**config.mk**
```make
export PLATFORM = sky130hd
export DESIGN_NAME = frame_align_ctrl
export DESIGN_NICKNAME = d
export VERILOG_FILES = /design/src/rtl/frame_align_pkg.sv /design/src/rtl/sat_counter.sv /design/src/rtl/frame_align_ctrl.sv
export SDC_FILE = /design/constraint.sdc
export NUM_CORES = 1
export LEC_CHECK = 0
export ABC_AREA = 1
export CAP_MARGIN = 0
export CORE_MARGIN = 2
export CORE_UTILIZATION = 58
export DETAILED_ROUTE_END_ITERATION = 6
export PLACE_DENSITY = 0.83
export SKIP_CTS_REPAIR_TIMING = 1
export SYNTH_ARGS = -nofsm -noshare
export SYNTH_HDL_FRONTEND = slang
export SYNTH_SLANG_ARGS = --single-unit
```
**constraint.sdc**
```tcl
create_clock -name clk -period 3.33 [get_ports clk]
set_clock_uncertainty 0.2 [all_clocks]
set_input_delay 0.4995 -clock clk [delete_from_list [all_inputs] [get_ports clk]]
set_output_delay 0.4995 -clock clk [all_outputs]
set_load 0.1 [all_outputs]
```
**src/rtl/frame_align_pkg.sv**
```systemverilog
// frame_align_pkg: shared definitions for the frame-alignment path and its monitors.
// Contents: state_t (3-bit FSM encoding), HDR_DEFAULT (expected header), cnt_w (counter width helper).
package frame_align_pkg;
    typedef enum logic [2:0] {
        IDLE   = 3'd0,
        HUNT   = 3'd1,
        SLIP   = 3'd2,
        SETTLE = 3'd3,
        LOCKED = 3'd4,
        FAIL   = 3'd5
    } state_t;

    localparam logic [1:0] HDR_DEFAULT = 2'b01;

    // Width able to hold v; never below one bit so a zero-valued limit still yields a legal vector.
    function automatic int cnt_w(input int v);
        return (v < 1) ? 1 : $clog2(v + 1);
    endfunction
endpackage

```
**src/rtl/sat_counter.sv**
```systemverilog
// sat_counter: up-counter that sticks at its all-ones maximum.
// Ports: clk, RSTn (async active-low), inc (count up), clr (clear, wins over inc), count (value).
module sat_counter #(
    parameter int W = 6
) (
    input  logic         clk,
    input  logic         RSTn,
    input  logic         inc,
    input  logic         clr,
    output logic [W-1:0] count
);
    always_ff @(posedge clk or negedge RSTn) begin
        if (!RSTn)
            count <= '0;
        else if (clr)
            count <= '0;
        else if (inc && count != {W{1'b1}})
            count <= count + 1'b1;
    end
endmodule

```
**src/rtl/frame_align_ctrl.sv**
```systemverilog
// frame_align_ctrl: bit-slip sequencer that hunts for a stable frame header, locks, and supervises lock.
// Ports: clk, RSTn (async active-low), enable, hdr_valid, hdr[1:0] in;
//        slip (one-cycle slip request), aligned, align_fail, slip_count[5:0],
//        relock_count[7:0], state[2:0] (debug) out. All outputs are registered.
module frame_align_ctrl
    import frame_align_pkg::*;
#(
    parameter logic [1:0] HDR_PATTERN = HDR_DEFAULT,
    parameter int         LOCK_GOAL   = 20,
    parameter int         UNLOCK_BAD  = 4,
    parameter int         SLIP_WAIT   = 16,
    parameter int         MAX_SLIPS   = 32
) (
    input  logic       clk,
    input  logic       RSTn,
    input  logic       enable,
    input  logic       hdr_valid,
    input  logic [1:0] hdr,
    output logic       slip,
    output logic       aligned,
    output logic       align_fail,
    output logic [5:0] slip_count,
    output logic [7:0] relock_count,
    output logic [2:0] state
);
    localparam int GW = cnt_w(LOCK_GOAL);
    localparam int BW = cnt_w(UNLOCK_BAD);
    localparam int WW = cnt_w(SLIP_WAIT - 1);
    localparam logic [GW-1:0] GOOD_LAST = GW'(LOCK_GOAL - 1);
    localparam logic [BW-1:0] BAD_LAST  = BW'(UNLOCK_BAD - 1);
    localparam logic [WW-1:0] WAIT_LOAD = WW'(SLIP_WAIT - 1);

    state_t          st, st_nxt;
    logic [GW-1:0]   good_cnt, good_nxt;
    logic [BW-1:0]   bad_cnt, bad_nxt;
    logic [WW-1:0]   wait_cnt, wait_nxt;
    logic            slip_inc, slip_clr, relock_inc;

    wire good = hdr_valid && hdr == HDR_PATTERN;
    wire bad  = hdr_valid && hdr != HDR_PATTERN;

    always_comb begin
        st_nxt     = st;
        good_nxt   = good_cnt;
        bad_nxt    = bad_cnt;
        wait_nxt   = wait_cnt;
        slip_inc   = 1'b0;
        slip_clr   = 1'b0;
        relock_inc = 1'b0;
        case (st)
            IDLE: begin
                good_nxt = '0;
                bad_nxt  = '0;
                wait_nxt = '0;
                slip_clr = 1'b1;
                st_nxt   = enable ? HUNT : IDLE;
            end
            HUNT: begin
                if (good) begin
                    good_nxt = (good_cnt == GOOD_LAST) ? '0 : good_cnt + 1'b1;
                    st_nxt   = (good_cnt == GOOD_LAST) ? LOCKED : HUNT;
                end else if (bad) begin
                    good_nxt = '0;
                    st_nxt   = (32'(slip_count) < MAX_SLIPS) ? SLIP : FAIL;
                end
            end
            SLIP: begin
                slip_inc = 1'b1;
                wait_nxt = WAIT_LOAD;
                st_nxt   = SETTLE;
            end
            SETTLE: begin
                wait_nxt = (wait_cnt == '0) ? '0 : wait_cnt - 1'b1;
                st_nxt   = (wait_cnt == '0) ? HUNT : SETTLE;
            end
            LOCKED: begin
                if (good) begin
                    bad_nxt = '0;
                end else if (bad) begin
                    bad_nxt    = (bad_cnt == BAD_LAST) ? '0 : bad_cnt + 1'b1;
                    st_nxt     = (bad_cnt == BAD_LAST) ? HUNT : LOCKED;
                    slip_clr   = (bad_cnt == BAD_LAST);
                    relock_inc = (bad_cnt == BAD_LAST);
                end
            end
            FAIL: st_nxt = FAIL;
            default: st_nxt = IDLE;
        endcase
        // Dropping enable freezes everything for one edge; IDLE then does the clearing.
        if (!enable && st != IDLE) begin
            st_nxt     = IDLE;
            good_nxt   = good_cnt;
            bad_nxt    = bad_cnt;
            wait_nxt   = wait_cnt;
            slip_inc   = 1'b0;
            slip_clr   = 1'b0;
            relock_inc = 1'b0;
        end
    end

    // Flags are registered from the next state so they line up exactly with the state register.
    always_ff @(posedge clk or negedge RSTn) begin
        if (!RSTn) begin
            st         <= IDLE;
            good_cnt   <= '0;
            bad_cnt    <= '0;
            wait_cnt   <= '0;
            slip       <= 1'b0;
            aligned    <= 1'b0;
            align_fail <= 1'b0;
        end else begin
            st         <= st_nxt;
            good_cnt   <= good_nxt;
            bad_cnt    <= bad_nxt;
            wait_cnt   <= wait_nxt;
            slip       <= st_nxt == SLIP;
            aligned    <= st_nxt == LOCKED;
            align_fail <= st_nxt == FAIL;
        end
    end

    assign state = st;

    sat_counter #(.W(6)) u_slip_cnt (
        .clk   (clk),
        .RSTn  (RSTn),
        .inc   (slip_inc),
        .clr   (slip_clr),
        .count (slip_count)
    );

    sat_counter #(.W(8)) u_relock_cnt (
        .clk   (clk),
        .RSTn  (RSTn),
        .inc   (relock_inc),
        .clr   (1'b0),
        .count (relock_count)
    );
endmodule

```
---- Word-level counts from Yosys, hierarchy flattened ----
Index checks and enable logic that the tools add are counted.
W data, S select, Z words.
cells by class
  add/sub/neg operators ................... 5
  order comparisons ....................... 1
  equal/unequal tests ..................... 16
  multiplexer cells ....................... 31
  bitwise operators ....................... 1
  reductions and logical operators ........ 16
operator list
  operator               number
  $mux W3                11
  $pmux W3 S6            1
  $mux W5                3
  $eq A3 B2 Y1 const B   4
  $eq A3 B3 Y1 const B   4
  $mux W6                2
  $pmux W4 S3            1
  $pmux W5 S2            1
  $add A8 B1 Y8 const B  1
  $mux W1                8
  $ne A8 B8 Y1 const B   1
  $add A6 B1 Y6 const B  1
  $lt A6 B6 Y1 const B   1
  $ne A3 B3 Y1 const B   2
  $ne A6 B6 Y1 const B   1
  $pmux W3 S2            1
  $reduce_and A3 Y1      2
  $reduce_bool A2 Y1     3
  $reduce_bool A3 Y1     2
  $add A5 B1 Y5 const B  1
  $eq A5 B5 Y1 const B   1
  $logic_and A1 B1 Y1    5
  $logic_not A4 Y1       1
  $mux W4                1
  11 further kinds       11
word-level totals
  bits in registers ....................... 32
  word-level logic and storage cells ...... 79

---- Logic depth before layout (Yosys ltp) ----
  depth in word-level cells ............... 7
  mapped depth ............................ 10
  mapped depth without buffers ............ 9

---- Hierarchy ----
A second synthesis with hierarchy kept.
unflattened totals
  cell total of the unflattened synthesis .. 285
  area total of the unflattened synthesis .. 2,018.2 sq um
modules (own cells, without submodules)
  module                      times used  cells an instance  area each (sq um)
  frame_align_ctrl            1           159                1,119.8
  sat_counter (u_relock_cnt)  1           74                 511.7
  sat_counter (u_slip_cnt)    1           52                 386.6

---- Worst setup path before layout ----
No wires, ideal clock.
  kind .................................... register -> register
  from .................................... register u_relock_cnt.count[1]
  to ...................................... register u_relock_cnt.count[7]
  library setup time ...................... 0.068 ns
  arrival time ............................ 2.177 ns
  required time ........................... 3.062 ns
  path slack .............................. 0.886 ns
  cell stages (with the launch flop) ...... 9
  path through ............................ dfrtp_1 -> ha_1 -> nand3_1 -> nor2_2 -> nand3_1 -> nand2_2 -> buf_6 -> nand2_1 -> nand2_1
on the way
  word-level cells in the longest chain between the ends .. 2
  elaborated cells between the ends (all ways) .. 3
  classes of those cells .................. 1 x add/sub; 1 x eq/ne; 1 x reduce/logical
RTL lines
  item                                                   line               RTL
  from (decl)                                            sat_counter.sv:10  output logic [W-1:0] count
  from (signal assigned)                                 sat_counter.sv:18  count <= count + 1'b1;
  branches (longest 2 deep; another with $add A8 B1 Y8)  n/a
Several ways; the timed one is not identified.
A chain may end at the register's enable or synchronous reset.

---- Worst setup path in the final report ----
  from .................................... register st[0], in the netlist state[0]
  to ...................................... output port state[0]
RTL lines
  item                    line                     RTL
  from (decl)             frame_align_ctrl.sv:33   state_t st, st_nxt;
  from (signal assigned)  frame_align_ctrl.sv:112  st <= st_nxt;
  to (decl)               frame_align_ctrl.sv:24   output logic [2:0] state
No word-level cell between the ends.

==> results by group <==
Critical path
  • RR Startpoint: u_relock_cnt.count[0]$_DFFE_PN0P_
  • WP data required: 2630 ps
  • Critical path depth: 1
  • Crit path to: state[0]
  • R2R depth: 7
  • Worst reg2reg endpoint: u_relock_cnt.count[2]$_DFFE_PN0P_
  • Setup slack, reg-to-reg: between 1000 and 1500 ps
  • Critical Path Start: state[0]$_DFF_PN0_
  • Worst-path cell chain: buf_4
  • Critical path buffers and inverters: 1
  • CP peak stage delay: 590 ps
  • Crit Path Max Fanout: 8
  • WP data arrival: approximately 1300 ps
  • CP top delay family: flip-flops
  • Crit path kind: flip-flop to primary output
  • Crit start category: flip-flop
  • CP max-delay cell: dfrtp_1
  • CP endpoint kind: primary output

Detailed routing
  • Avg Vias per Cell: 4.94
  • Drt drc: 0
  • Avg WL per Cell: 10.9 µm
  • Violation count after the first detailed-route iteration: 73
  • Aggregate routed wire length: 3460 µm
  • Via Count: 1,567
  • DRT antenna net count: 0
  • 1st-pass router iterations: 4

Layout
  • Fillers: 257
  • Synth-to-layout area growth: 18.1%
  • Layout cells sized above 1: 16.5%
  • Most common cell after layout, fill and taps aside: nand2_1
  • Final #Nets: around 280
  • Inserted Diodes: 0
  • Commonest cells after routing, fill and taps aside: nand2_1, nor2_1, dfrtp_1

Timing
  • Fin crit share: 60.1%
  • F_max: 500 MHz
  • Max-slew violation count: 0
  • RSZ-0062 raised after global routing: no
  • Fin crit period: 2000 ps
  • Final hold violation count: 0
  • Slew @ Worst Pin: 394 ps
  • Slew headroom: about three quarters
  • Total negative slack: 0 ps
  • Setup-failing EPs final: 0

Synthesis
  • Sequential fraction of the synthesis area: 43.7%
  • Asr flop ratio synth: 100%
  • Cell count after synthesis: 240
  • Most common flop cell mapped by yosys: dfrtp_1
  • Post-Syn Area: 1830 µm²
  • Syn Area/Cell: 7.64 µm²
  • Post-synth cell types: 26
  • Number of synthesized flops with an enable pin: 0
  • Yosys Warn Count: 0
  • #FFs+latches synth: 32
  • Post-synth net total: approximately 250

Floorplan
  • Rows: 20
  • Die Span Y: 60.2 µm
  • Die W: 60.2 µm
  • Area of the core: 3030 µm²
  • Io pins: 26
  • DIE AREA: 3630 µm²
  • Initial Utilization: ~61%

Power and ir drop
  • Design Power: around 1.2 mW
  • Worst ir drop on vdd: between 0.3 and 0.4 mV
  • Leakage: 1.17 nW
  • Pwr dens: 571 nW/µm²

Placed design
  • Port Buffers: 25
  • GPL Wtd Cong: approximately 0.83
  • Post-DP HPWL: between 2000 and 3000 µm

GRT
  • Initial antenna violation count: 0
  • First-pass GRT wire length: roughly 5900 µm
  • GRT overflow: 0
  • Vias in the first global route: ~1,400
  • Largest net degree at the start of global routing: 33
  • Gr usage total: 22.1%

Clocking
  • H-tree levels: 2
  • Clock insertion delay at the later pin of the skew report: 340 ps
  • Clock Pin Slew Worst Setup and Hold Paths: 110 ps
  • Num CTS Buffers: 5
  • TritonCTS Sinks: 32
  • Root buf cell: clkbuf_4
  • CTS tree: built
  • CTS max path bufs: 2

Job
  • Number of max-cap violations: 0

Hold path
  • Worst hold path type: flip-flop to flip-flop

Status
  • Result of the run: completed
[worst min path at each step]
stage                                 startpoint                endpoint  slack [ps]  cells past startpoint
after global placement    bad_cnt[1]$_DFFE_PN0P_  bad_cnt[1]$_DFFE_PN0P_         270                      2
final                     bad_cnt[1]$_DFFE_PN0P_  bad_cnt[1]$_DFFE_PN0P_         320                      2
after floorplan                             RSTn    align_fail$_DFF_PN0_           4                      0
after CTS                 bad_cnt[1]$_DFFE_PN0P_  bad_cnt[1]$_DFFE_PN0P_         310                      2
after detailed placement  bad_cnt[1]$_DFFE_PN0P_  bad_cnt[1]$_DFFE_PN0P_         280                      2
after global routing      bad_cnt[1]$_DFFE_PN0P_  bad_cnt[1]$_DFFE_PN0P_         360                      2
[synth_stat cells, types with 2 or more instances]
master	number	area [µm²]
o211ai_1	2	15.0
a21oi_1	5	25.0
xnor2_1	3	26.3
nor3_1	5	25.0
o21ai_0	4	20.0
nand2_1	63	236
o21ai_2	3	26.3
nand3b_1	3	22.5
nand2_2	3	18.8
inv_1	30	113
ha_1	5	62.6
nor2_4	2	22.5
xor2_1	5	43.8
nor2_1	33	124
o21ai_1	3	15.0
inv_2	4	15.0
dfrtp_1	32	801
nand4_1	2	12.5
nand3_1	26	130
[where the power goes]
part           switching, mW  total (mW)  internal [mW]
Sequential            0.0489       0.474          0.425
Clock                  0.144       0.300          0.156
Combinational          0.346       0.462          0.116
[per-layer routing]
metal	up-vias	share of wire, %	GRT usage, %
li1	822	-	-
met1	710	48	30.7
met2	30	46	32.8
met3	5	4.2	5.41
met4	0	1.5	9.21
met5	-	0	0
[cell type report]
class | count | area [µm²] | share of cell area [%]
Multi-Input combinational cell | 173 | 893 | 41.3
Sequential cell | 32 | 801 | 37.0
Timing Repair Buffer | 26 | 208 | 9.60
Inverter | 34 | 128 | 5.90
Tap cell | 44 | 55.1 | 2.54
Clock inverter | 3 | 42.5 | 1.97
Clock buffer | 5 | 37.5 | 1.73
[per-stage QoR]
stage	utilization, %	hold slack [ps]	cell area [µm²]	setup WS, ps	instances
after floorplan	-	3.91	1830	886	240
after CTS	71.5	307	2160	1330	317
after global placement	68.8	269	2080	1100	309
after global routing	71.5	356	2160	1290	317
after detailed placement	68.8	282	2080	1050	309
final	71.5	319	2160	1330	317
[state kept, by name (all words and copies together) (netlist names)]
name and cells:
wait_cnt 4, u_slip_cnt.count 6, good_cnt 5, bad_cnt 3, u_relock_cnt.count 8, aligned 1
state 3, slip 1, align_fail 1
[kinds of logic (layout without fill, tap and decap cells)]
logic type | count (synthesis) | after routing | synth area share [%]
compound gates | 18 | 18 | 5.94
xor+xnor | 8 | 8 | 3.82
simple gates | 142 | 142 | 35.6
buf+inv | 35 | 68 | 7.58
fa+ha+maj | 5 | 5 | 3.41
flops | 32 | 32 | 43.7
(Power assumes the default switching activity.)
